$ cat config.mk
export PLATFORM = sky130hd
export DESIGN_NAME = rf_wport_arb
export DESIGN_NICKNAME = d
export VERILOG_FILES = /design/src/rtl/rf_wport_arb.sv
export SDC_FILE = /design/constraint.sdc
export NUM_CORES = 1
export LEC_CHECK = 0
export CAP_MARGIN = 20
export CELL_PAD_IN_SITES_DETAIL_PLACEMENT = 0
export CELL_PAD_IN_SITES_GLOBAL_PLACEMENT = 1
export CORE_MARGIN = 2
export CORE_UTILIZATION = 45
export CTS_BUF_LIST = sky130_fd_sc_hd__clkbuf_8
export DETAILED_ROUTE_END_ITERATION = 8
export PLACE_DENSITY = 0.85
export REMOVE_ABC_BUFFERS = 1
export SYNTH_ARGS = -nofsm -noshare
export SYNTH_HDL_FRONTEND = slang
export SYNTH_SLANG_ARGS = --single-unit
$ cat constraint.sdc
create_clock -name clk -period 4.87 [get_ports clk]
set_clock_uncertainty 0.05 [all_clocks]
set_input_delay 0.974 -clock clk [delete_from_list [all_inputs] [get_ports clk]]
set_output_delay 0.974 -clock clk [all_outputs]
set_load 0.05 [all_outputs]
$ cat src/rtl/rf_wport_arb.sv
// rf_wport_arb: arbiter/sequencer for the single register-file write port.
// Execute writeback has priority. Loads are buffered in a small FIFO.
// A starvation counter stalls execute so that a pending load is eventually written.
// Optional macro RF_WPORT_BYPASS_EN adds read-after-write bypass hints (byp_a/byp_b).
module rf_wport_arb #(
  parameter int DATA_W     = 32,
  parameter int FIFO_DEPTH = 2,
  parameter int STARVE_MAX = 3
) (
  input  logic              clk,
  input  logic              reset_l,
  input  logic              ex_valid,
  input  logic [4:0]        ex_addr,
  input  logic [DATA_W-1:0] ex_data,
  input  logic              ld_valid,
  output logic              ld_ready,
  input  logic [4:0]        ld_addr,
  input  logic [DATA_W-1:0] ld_data,
  output logic              stall_ex,
  output logic              wr_en,
  output logic [4:0]        wr_addr,
  output logic [DATA_W-1:0] wr_data
`ifdef RF_WPORT_BYPASS_EN
  ,
  input  logic [4:0]        rd_addr_a,
  input  logic [4:0]        rd_addr_b,
  output logic              byp_a,
  output logic              byp_b
`endif
);

  localparam int PW = (FIFO_DEPTH > 1) ? $clog2(FIFO_DEPTH) : 1;
  localparam int CW = $clog2(FIFO_DEPTH + 1);
  localparam int SW = $clog2(STARVE_MAX + 1);
  localparam logic [CW-1:0] FULL_CNT = CW'(FIFO_DEPTH);
  localparam logic [SW-1:0] SMAX     = SW'(STARVE_MAX);

  logic [FIFO_DEPTH-1:0][4:0]        fa_q, fa_d;
  logic [FIFO_DEPTH-1:0][DATA_W-1:0] fd_q, fd_d;
  logic [PW-1:0]     wp_q, wp_d, rp_q, rp_d;
  logic [CW-1:0]     cnt_q, cnt_d;
  logic [SW-1:0]     starve_q, starve_d;
  logic              ld_ready_q, ld_ready_d;
  logic              wr_en_q, wr_en_d;
  logic [4:0]        wr_addr_q, wr_addr_d;
  logic [DATA_W-1:0] wr_data_q, wr_data_d;

  logic              empty, gnt_ld, gnt_ex, push, pop, do_wr;
  logic [4:0]        g_addr;
  logic [DATA_W-1:0] g_data;

  // Grant decision from registered state; a stalled execute is simply ignored this cycle
  always_comb begin
    empty    = (cnt_q == '0);
    stall_ex = (starve_q == SMAX) && !empty;
    gnt_ld   = stall_ex || (!ex_valid && !empty);
    gnt_ex   = !stall_ex && ex_valid;
    push     = ld_valid && ld_ready_q;
    pop      = gnt_ld;
    g_addr   = gnt_ld ? fa_q[rp_q] : ex_addr;
    g_data   = gnt_ld ? fd_q[rp_q] : ex_data;
    // r0 grants still consume the slot (and pop a load) but never reach the array
    do_wr    = (gnt_ld || gnt_ex) && (g_addr != 5'd0);
  end

  // Next-state: FIFO storage/pointers, ready flag, starvation counter, output stage
  always_comb begin
    fa_d = fa_q;
    fd_d = fd_q;
    if (push) begin
      fa_d[wp_q] = ld_addr;
      fd_d[wp_q] = ld_data;
    end
    wp_d  = wp_q + PW'(push);
    rp_d  = rp_q + PW'(pop);
    cnt_d = cnt_q + CW'(push) - CW'(pop);
    // Registered ready: a pop out of a full FIFO is visible upstream one cycle later
    ld_ready_d = (cnt_d != FULL_CNT);

    starve_d = starve_q;
    if (gnt_ld || empty)
      starve_d = '0;
    else if (gnt_ex && (starve_q != SMAX))
      starve_d = starve_q + SW'(1);

    // Address/data hold when nothing is written to keep the decoder quiet
    wr_en_d   = do_wr;
    wr_addr_d = do_wr ? g_addr : wr_addr_q;
    wr_data_d = do_wr ? g_data : wr_data_q;
  end

  // State registers; reset drops any buffered loads
  always_ff @(posedge clk or negedge reset_l) begin
    if (!reset_l) begin
      fa_q       <= '0;
      fd_q       <= '0;
      wp_q       <= '0;
      rp_q       <= '0;
      cnt_q      <= '0;
      starve_q   <= '0;
      ld_ready_q <= 1'b0;
      wr_en_q    <= 1'b0;
      wr_addr_q  <= '0;
      wr_data_q  <= '0;
    end else begin
      fa_q       <= fa_d;
      fd_q       <= fd_d;
      wp_q       <= wp_d;
      rp_q       <= rp_d;
      cnt_q      <= cnt_d;
      starve_q   <= starve_d;
      ld_ready_q <= ld_ready_d;
      wr_en_q    <= wr_en_d;
      wr_addr_q  <= wr_addr_d;
      wr_data_q  <= wr_data_d;
    end
  end

  assign ld_ready = ld_ready_q;
  assign wr_en    = wr_en_q;
  assign wr_addr  = wr_addr_q;
  assign wr_data  = wr_data_q;

`ifdef RF_WPORT_BYPASS_EN
  // Read mux hint: the register being read is being written this very cycle
  assign byp_a = wr_en_q && (wr_addr_q == rd_addr_a) && (rd_addr_a != 5'd0);
  assign byp_b = wr_en_q && (wr_addr_q == rd_addr_b) && (rd_addr_b != 5'd0);
`endif

endmodule
Word level (Yosys, flattened, before mapping)
Cells that the tools add are included.

Add/subtract/negate cells: 5. Reduce and logical (&&, ||, !) cells: 16. Bitwise logic cells: 0. Muxes and demuxes: 14. Equality and inequality tests: 3. Multiply operators: 0. Shift operators: 0. Divide/modulo/power cells: 0. $lt $le $gt $ge: 3.

Operators with widths (number): two-way mux 32 bit (4); bitwise mux 64 bit (1); demux 32 bit (select 1 bit) (1); two-way mux 5 bit (4); bitwise mux 10 bit (1); logical AND 1 bit (7); demux 5 bit (select 1 bit) (1); nonzero test 5 bit (1); < comparator 1 x 2 -> 1 bit (second input constant) (2); two-way mux 2 bit (2); != test 2 bit (second input constant) (2); zero test 1 bit (3); logical OR 1 bit (3); adder 1 bit (2); adder 2 x 1 -> 2 bit (1); adder 2 x 1 -> 2 bit (second input constant) (1); == test 2 bit (second input constant) (1); zero test 2 bit (1); nonzero test 2 bit (1); subtractor 2 x 1 -> 2 bit (1); greater-or-equal comparator 1 bit (second input constant) (1).

Bits in read-only memories: 0. Register bits after elaboration: 119. Latch bits: 0. Memory bits (writable): 0. Memories: 0. Logic and storage cells: 53.

Longest topological paths before layout
Gate-level depths: netlist of the first run.

Word-level depth: 8. Mapped depth: 11. Gate-level depth less buffers: 8.

Worst setup path after synthesis of the first run
OpenSTA, ideal clock, no wires.

Kind: input to register. From: input port ex_valid. To: register ld_ready_q (netlist: ld_ready). Path slack: 2210 ps. Path buffers: 3. Cell stages on the path: 10. Arrival: 2487 ps. Cell sequence: nand2b_1 -> nor2b_1 -> buf_6 -> buf_2 -> buf_1 -> xnor2_1 -> ha_1 -> xor2_1 -> xnor2_1 -> nand2b_1.

Cells in the longest elaborated chain, start to end: 5.

Ends and longest elaborated chain: start: declaration (line 12) `input logic ex_valid,`; zero test 1 bit (line 56) `gnt_ld = stall_ex || (!ex_valid && !empty);`; logical AND 1 bit (line 56); logical OR 1 bit (line 56); subtractor 2 x 1 -> 2 bit (line 76) `cnt_d = cnt_q + CW'(push) - CW'(pop);`; net cnt_d[1] (line 41) `logic [CW-1:0] cnt_q, cnt_d;`; != test 2 bit (line 78) `ld_ready_d = (cnt_d != FULL_CNT);`; net ld_ready_d (line 43) `logic ld_ready_q, ld_ready_d;`; end signal: assignment (line 112) `ld_ready_q <= ld_ready_d;`; end: declaration (line 43).

The timed path passes the listed nets, and every way through them passes these cells. A chain may end at the register's enable or synchronous reset.

Worst setup path after layout of the first run
From: input port ex_valid. To: register wr_data_q[4] (netlist: wr_data[4]).

Cells in the longest elaborated chain, start to end: 6. Elaborated cells between the ends (all ways): 9. Those cells by class: mux: 2; reduce/logical: 7.

Ends and longest elaborated chain: zero test 1 bit (line 56); logical AND 1 bit (line 56); logical OR 1 bit (line 56); two-way mux 5 bit (line 60) `g_addr = gnt_ld ? fa_q[rp_q] : ex_addr;`; nonzero test 5 bit (line 63) `do_wr = (gnt_ld || gnt_ex) && (g_addr != 5'd0);`; logical AND 1 bit (line 63); end signal: assignment (line 115) `wr_data_q <= wr_data_d;`; end: declaration (line 46) `logic [DATA_W-1:0] wr_data_q, wr_data_d;`.

Parallel ways exist; a longest one is shown, timed or not.

==> results.json, run 1 <==
{
  "leakage_nw": 3.036,
  "insertedDiodeCount": 0,
  "start_kind": "primary input",
  "drive_above_1_share_pct": 23.88,
  "cts_tree": "yes",
  "hold_violations": 0,
  "fmax_mhz": 335.5,
  "outcome": "complete, no violations",
  "final_cells": 679,
  "final.setup.tns_ns": 0,
  "cts_buffer_depth": 2,
  "grt_pass1_vias": 3666,
  "track_usage_pct": 18.58,
  "place_inst": 647,
  "yosys_warnings": 0,
  "postPlaceCellArea_um2": 6604,
  "worstSetupPathType": "primary input to flop",
  "drv_slew": 0,
  "crit_path_end_kind": "flop",
  "setup_violations": 0,
  "async_flop_share_pct": 100.0,
  "peakVddDrop_v": 0.0004336,
  "synth_edf_count": 0,
  "rows": 39,
  "final_util_pct": 61.49,
  "wl_per_cell_um": 16.24,
  "grt_first_pass_wirelength_um": 18290,
  "grt_max_degree": 60,
  "hold_ws_ns": 0.3927,
  "hold_path_class": "flop to flop",
  "worstSkewPairLatency_ns": 0.43,
  "layout_min_cycle_time_ns": 2.980,
  "gp_congestion": 0.7713,
  "pin_count": 118,
  "worstPathArrival_ns": 3.24,
  "drc_errors": 0,
  "drt_iter0_markers": 89,
  "syn_area_per_cell_um2": 13.14,
  "path_clk_slew_ns": 0.07,
  "seq_area_um2": 2979,
  "ys_seq_elements": 119,
  "wl_um": 11030,
  "gr-total-overflow": 0,
  "cts_sinks": 119,
  "postSynthCellCount": 405,
  "tightestPinTransition_ns": 1.035,
  "root_buffer": "clkbuf_8",
  "multi_input_area_um2": 2191,
  "dpl.hpwl_um": 7356,
  "crit_required_ns": 5.13,
  "dr.pass1.iters": 4,
  "rsz0062_at_grt": "no",
  "relSlewSlack_pct": 31.02,
  "vias": 3495,
  "powerDensity_nw_per_um2": 723.7,
  "ys_types": 27,
  "syn_area_um2": 5320,
  "final_area_um2": 7052,
  "layout.nets": 605,
  "die_w_um": 112.7,
  "dieArea_um2": 12710,
  "cp_max_fo": 27,
  "cts_resized": 0,
  "fin_crit_sh_pct": 61.20,
  "io_buffers": 117,
  "fill_cells": 920,
  "die_h_um": 112.7,
  "cts_buffers": 17,
  "coreArea_um2": 11470,
  "ys.flop_type": "dfrtp_1",
  "post_cts_buffers": 0,
  "antenna_found_initial": 0,
  "vias_per_cell": 5.147,
  "cts_max_level": 4,
  "postCtsHoldBufs": 0,
  "syn2layout_area_growth_pct": 32.55,
  "antenna_left": 0,
  "initial_core_util_pct": 46.39,
  "cap_violations": 0,
  "yosysSeqAreaShare_pct": 55.97
}
## power breakdown
group / leakage (nW) / total [mW] / internal, mW / switching (mW)
combinational: 1.42 / 2.34 / 1.05 / 1.29
clock: 0.225 / 0.988 / 0.597 / 0.391
sequential: 1.39 / 1.78 / 1.50 / 0.276
total: 3.04 / 5.10 / 3.15 / 1.95
## routing by layer
metal / part of all wire [%] / track usage (%) / vias up
li1: - / - / 1646
met1: 47 / 25.39 / 1743
met2: 45 / 27.78 / 92
met3: 6.4 / 6.695 / 14
met4: 1.2 / 6.098 / 0
met5: 0 / 0 / -
## sequential cells by signal, summed over array words and instances (netlist names)
| name | flops |
|---|---|
| starve_q | 2 |
| rp_q | 1 |
| fd_q | 64 |
| fa_q | 10 |
| ld_ready | 1 |
| wr_data | 32 |
| wr_en | 1 |
| wp_q | 1 |
| cnt_q | 2 |
| wr_addr | 5 |
## cell families (layout without fill, tap and decap cells)
group	after synthesis	count (layout)	share of synthesized area, %
buffers and inverters	34	165	3.081
AO/OA/AOI/OAI	43	43	4.845
XOR/XNOR	4	4	0.6586
multiplexers	147	147	30.15
adder cells (fa/ha/maj)	4	4	0.9408
AND/OR/NAND/NOR	54	54	4.351
flip-flops	119	119	55.97
## cell type report
cell class	count	area share [%]
clock buffers	20	3.903
clock inverters	12	2.449
inverters	9	0.4791
multi-input cells	252	31.07
flip-flops and latches	119	42.25
well taps	143	2.537
repair buffers	124	17.32
## stage by stage
step	total power [mW]	setup slack (ns)
2_1_floorplan	3.436	-0.9427
3_3_place_gp	4.089	1.506
3_5_place_dp	4.155	1.443
4_1_cts	5.159	1.906
5_1_grt	5.427	1.726
6_report	5.104	1.890
## cell usage in the layout, fill, tap and decap left out, types with 3 or more instances in the layout
cell / n
a21oi_1: 33
buf_4: 8
bufinv_16: 4
clkbuf_8: 20
clkdlybuf4s50_1: 116
clkinv_2: 4
dfrtp_1: 118
inv_1: 9
mux2_1: 25
mux2_2: 81
mux2i_1: 41
nand2_1: 7
nand2b_1: 3
nor2_1: 34
nor3_1: 4
o21ai_0: 5
## critical path, stage by stage
cell,delay [ns]
clkdlybuf4s50_1,0.43
nand2b_1,0.13
nor2b_4,0.54
nor3_1,0.18
o32ai_4,0.25
buf_4,0.35
mux2_2,0.38
## cells in the mapped netlist (5+ instances only)
master,number,area [µm²]
dfrtp_1,119,2978
mux2_2,81,912.1
mux2i_1,41,410.4
nor2_1,34,127.6
a21oi_1,33,165.2
mux2_1,25,281.5
clkbuf_1,14,52.55
inv_1,9,33.78
nand2_1,7,26.28
buf_2,5,25.02
o21ai_0,5,25.02
## final timing paths
check	slack [ns]	end	startpoint	depth (start not counted)
max in group asynchronous	3.30	fd_q[27]$_DFFE_PN0P_	reset_l	2
max	1.89	wr_data[4]$_DFFE_PN0P_	ex_valid	7
min	0.39	starve_q[0]$_DFFE_PN0P_	starve_q[0]$_DFFE_PN0P_	1
max reg2reg	2.35	wr_data[4]$_DFFE_PN0P_	starve_q[0]$_DFFE_PN0P_	7
min in group asynchronous	0.54	wr_data[7]$_DFFE_PN0P_	reset_l	1
min reg2reg	0.39	starve_q[0]$_DFFE_PN0P_	starve_q[0]$_DFFE_PN0P_	1
Note: power is estimated with default switching activity, not from simulation.
==> run 2, diff against run 1 <==
--- a/config.mk
+++ b/config.mk
@@ -9,10 +9,10 @@
 export CELL_PAD_IN_SITES_DETAIL_PLACEMENT = 0
 export CELL_PAD_IN_SITES_GLOBAL_PLACEMENT = 1
 export CORE_MARGIN = 2
-export CORE_UTILIZATION = 45
+export CORE_UTILIZATION = 38
 export CTS_BUF_LIST = sky130_fd_sc_hd__clkbuf_8
 export DETAILED_ROUTE_END_ITERATION = 8
-export PLACE_DENSITY = 0.85
+export PLACE_DENSITY = 0.77
 export REMOVE_ABC_BUFFERS = 1
 export SYNTH_ARGS = -nofsm -noshare
 export SYNTH_HDL_FRONTEND = slang
==> constraint.sdc (replaced) <==
create_clock -name clk -period 2.45 [get_ports clk]
set_clock_uncertainty 0.05 [all_clocks]
set_input_delay 0.49 -clock clk [delete_from_list [all_inputs] [get_ports clk]]
set_output_delay 0.49 -clock clk [all_outputs]
set_load 0.05 [all_outputs]
==> results.json, run 2 (synthesized netlist as in run 1, its figures left out) <==
{
  "worstSkewPairLatency_ns": 0.43,
  "insertedDiodeCount": 0,
  "grt_pass1_vias": 3698,
  "rsz0062_at_grt": "no",
  "largest-register": "fd_q",
  "syn2layout_area_growth_pct": 32.83,
  "r2r_end": "wr_data[0]$_DFFE_PN0P_",
  "hold_violations": 0,
  "outcome": "complete, no violations",
  "dpl.hpwl_um": 7485,
  "leakage_nw": 3.062,
  "multi_input_area_um2": 2191,
  "io_buffers": 117,
  "die_w_um": 122.3,
  "tightestPinTransition_ns": 0.6306,
  "start_kind": "flop",
  "antenna_left": 0,
  "crit_required_ns": 2.71,
  "peakVddDrop_v": 0.0008496,
  "wl_per_cell_um": 15.49,
  "drc_errors": 0,
  "crit_slowest_cell": "dfrtp_1",
  "crit_path_end_kind": "flop",
  "seq_area_um2": 2979,
  "dieArea_um2": 14960,
  "layout_min_cycle_time_ns": 2.170,
  "fmax_mhz": 460.7,
  "post-place-ws_ns": -0.06110,
  "critPathTopFamily": "simple AND/OR/NAND/NOR gates",
  "gp_congestion": 0.7694,
  "path_buf_inv": 1,
  "cts_tree": "yes",
  "drt_iter0_markers": 158,
  "grt_max_degree": 120,
  "cap_violations": 0,
  "cp_slowest_stage_delay_ns": 0.38,
  "layout.nets": 614,
  "final_common_cell": "dfrtp_1",
  "largest_reg_flops": 64,
  "vias_per_cell": 4.886,
  "r2r-start": "starve_q[0]$_DFFE_PN0P_",
  "initial_core_util_pct": 38.63,
  "cts_buffers": 17,
  "grt_first_pass_wirelength_um": 18020,
  "reg2reg_slack_ns": 0.28,
  "worstPathArrival_ns": 2.43,
  "dr.pass1.iters": 4,
  "gr-total-overflow": 0,
  "cp_max_fo": 21,
  "final.setup.tns_ns": 0,
  "vias": 3503,
  "coreArea_um2": 13770,
  "final_cell_mix": "118 x dfrtp_1, 115 x clkdlybuf4s50_1, 81 x mux2_2",
  "track_usage_pct": 15.70,
  "drive_above_1_share_pct": 23.09,
  "fill_cells": 1248,
  "relSlewSlack_pct": 57.96,
  "hold_path_class": "primary input to asynchronous set/reset pin",
  "pin_count": 118,
  "path_clk_slew_ns": 0.06,
  "rows": 43,
  "die_h_um": 122.3,
  "cts_sinks": 119,
  "worst_slack_ns": 0.2796,
  "powerDensity_nw_per_um2": 1364,
  "fin_crit_sh_pct": 88.59,
  "root_buffer": "clkbuf_8",
  "cp_cell_sequence": "ha_1 > nand2b_1 > nor2b_4 > nor2b_1 > o32ai_4 > buf_12 > mux2_2",
  "final_util_pct": 51.31,
  "power.total_mw": 9.638,
  "hold_ws_ns": 0.1060,
  "wl_um": 11100,
  "cts_max_level": 4,
  "worstSetupPathType": "flop to flop",
  "reg2reg_depth": 7,
  "drv_slew": 0,
  "antenna_found_initial": 0,
  "setup_violations": 0,
  "cts_buffer_depth": 2
}
[run 2: cell count changes in the layout (fill, tap and decap cells not counted), moves of 3 or more]
cell and delta:
clkinv_2 -3, inv_1 +5, bufinv_16 -4, buf_12 +6, buf_4 +3
[run 2: where the power goes]
part / internal, mW / leakage, nW / switching, mW / total (mW)
clock network: 0.656 / 0.160 / 0.669 / 1.32
registers: 2.99 / 1.39 / 0.528 / 3.52
logic: 2.21 / 1.51 / 2.59 / 4.80
[run 2: layout make-up]
type	instances	area share, %
Clock buffer	18	3.506
Tap cell	180	3.187
Inverter	9	0.4780
Multi-Input combinational cell	252	31.00
Clock inverter	6	0.3364
Sequential cell	119	42.16
Timing Repair Buffer	133	19.33
[run 2: metrics by stage]
stage	instance area [µm²]	instances
finish	7067	717
floorplan	5190	380
detailed placement	6793	693
global placement	6793	693
global route	7067	717
CTS	7064	717
[run 2: how the worst max path moves through the flow]
stage	from	to	slack, ns	depth (start not counted)
CTS	cnt_q[1]$_DFF_PN0_	stall_ex	0.01	3
global placement	ex_valid	wr_data[2]$_DFFE_PN0P_	-0.01	7
detailed placement	ex_valid	wr_data[0]$_DFFE_PN0P_	-0.06	7
global route	starve_q[0]$_DFFE_PN0P_	ld_ready$_DFF_PN0_	0.15	9
floorplan	starve_q[0]$_DFFE_PN0P_	wr_data[0]$_DFFE_PN0P_	-2.90	6
finish	starve_q[0]$_DFFE_PN0P_	wr_data[0]$_DFFE_PN0P_	0.28	7
[run 2: what timing repair did]
item | in CTS | in global routing
hold buffers | 0 | 0
resized for setup | 0 | 1
setup buffers | 0 | 0
setup endpoints to repair | 0 | 1
[run 2: per-layer routing]
metal	up-vias	wire length [µm]	GRT usage [%]	share of wire (%)
met3	16	679	5.669	6.1
met2	83	5282	24.58	48
met4	0	159	5.460	1.4
li1	1675	-	-	-
met5	-	0	0	0
met1	1729	4982	20.15	45
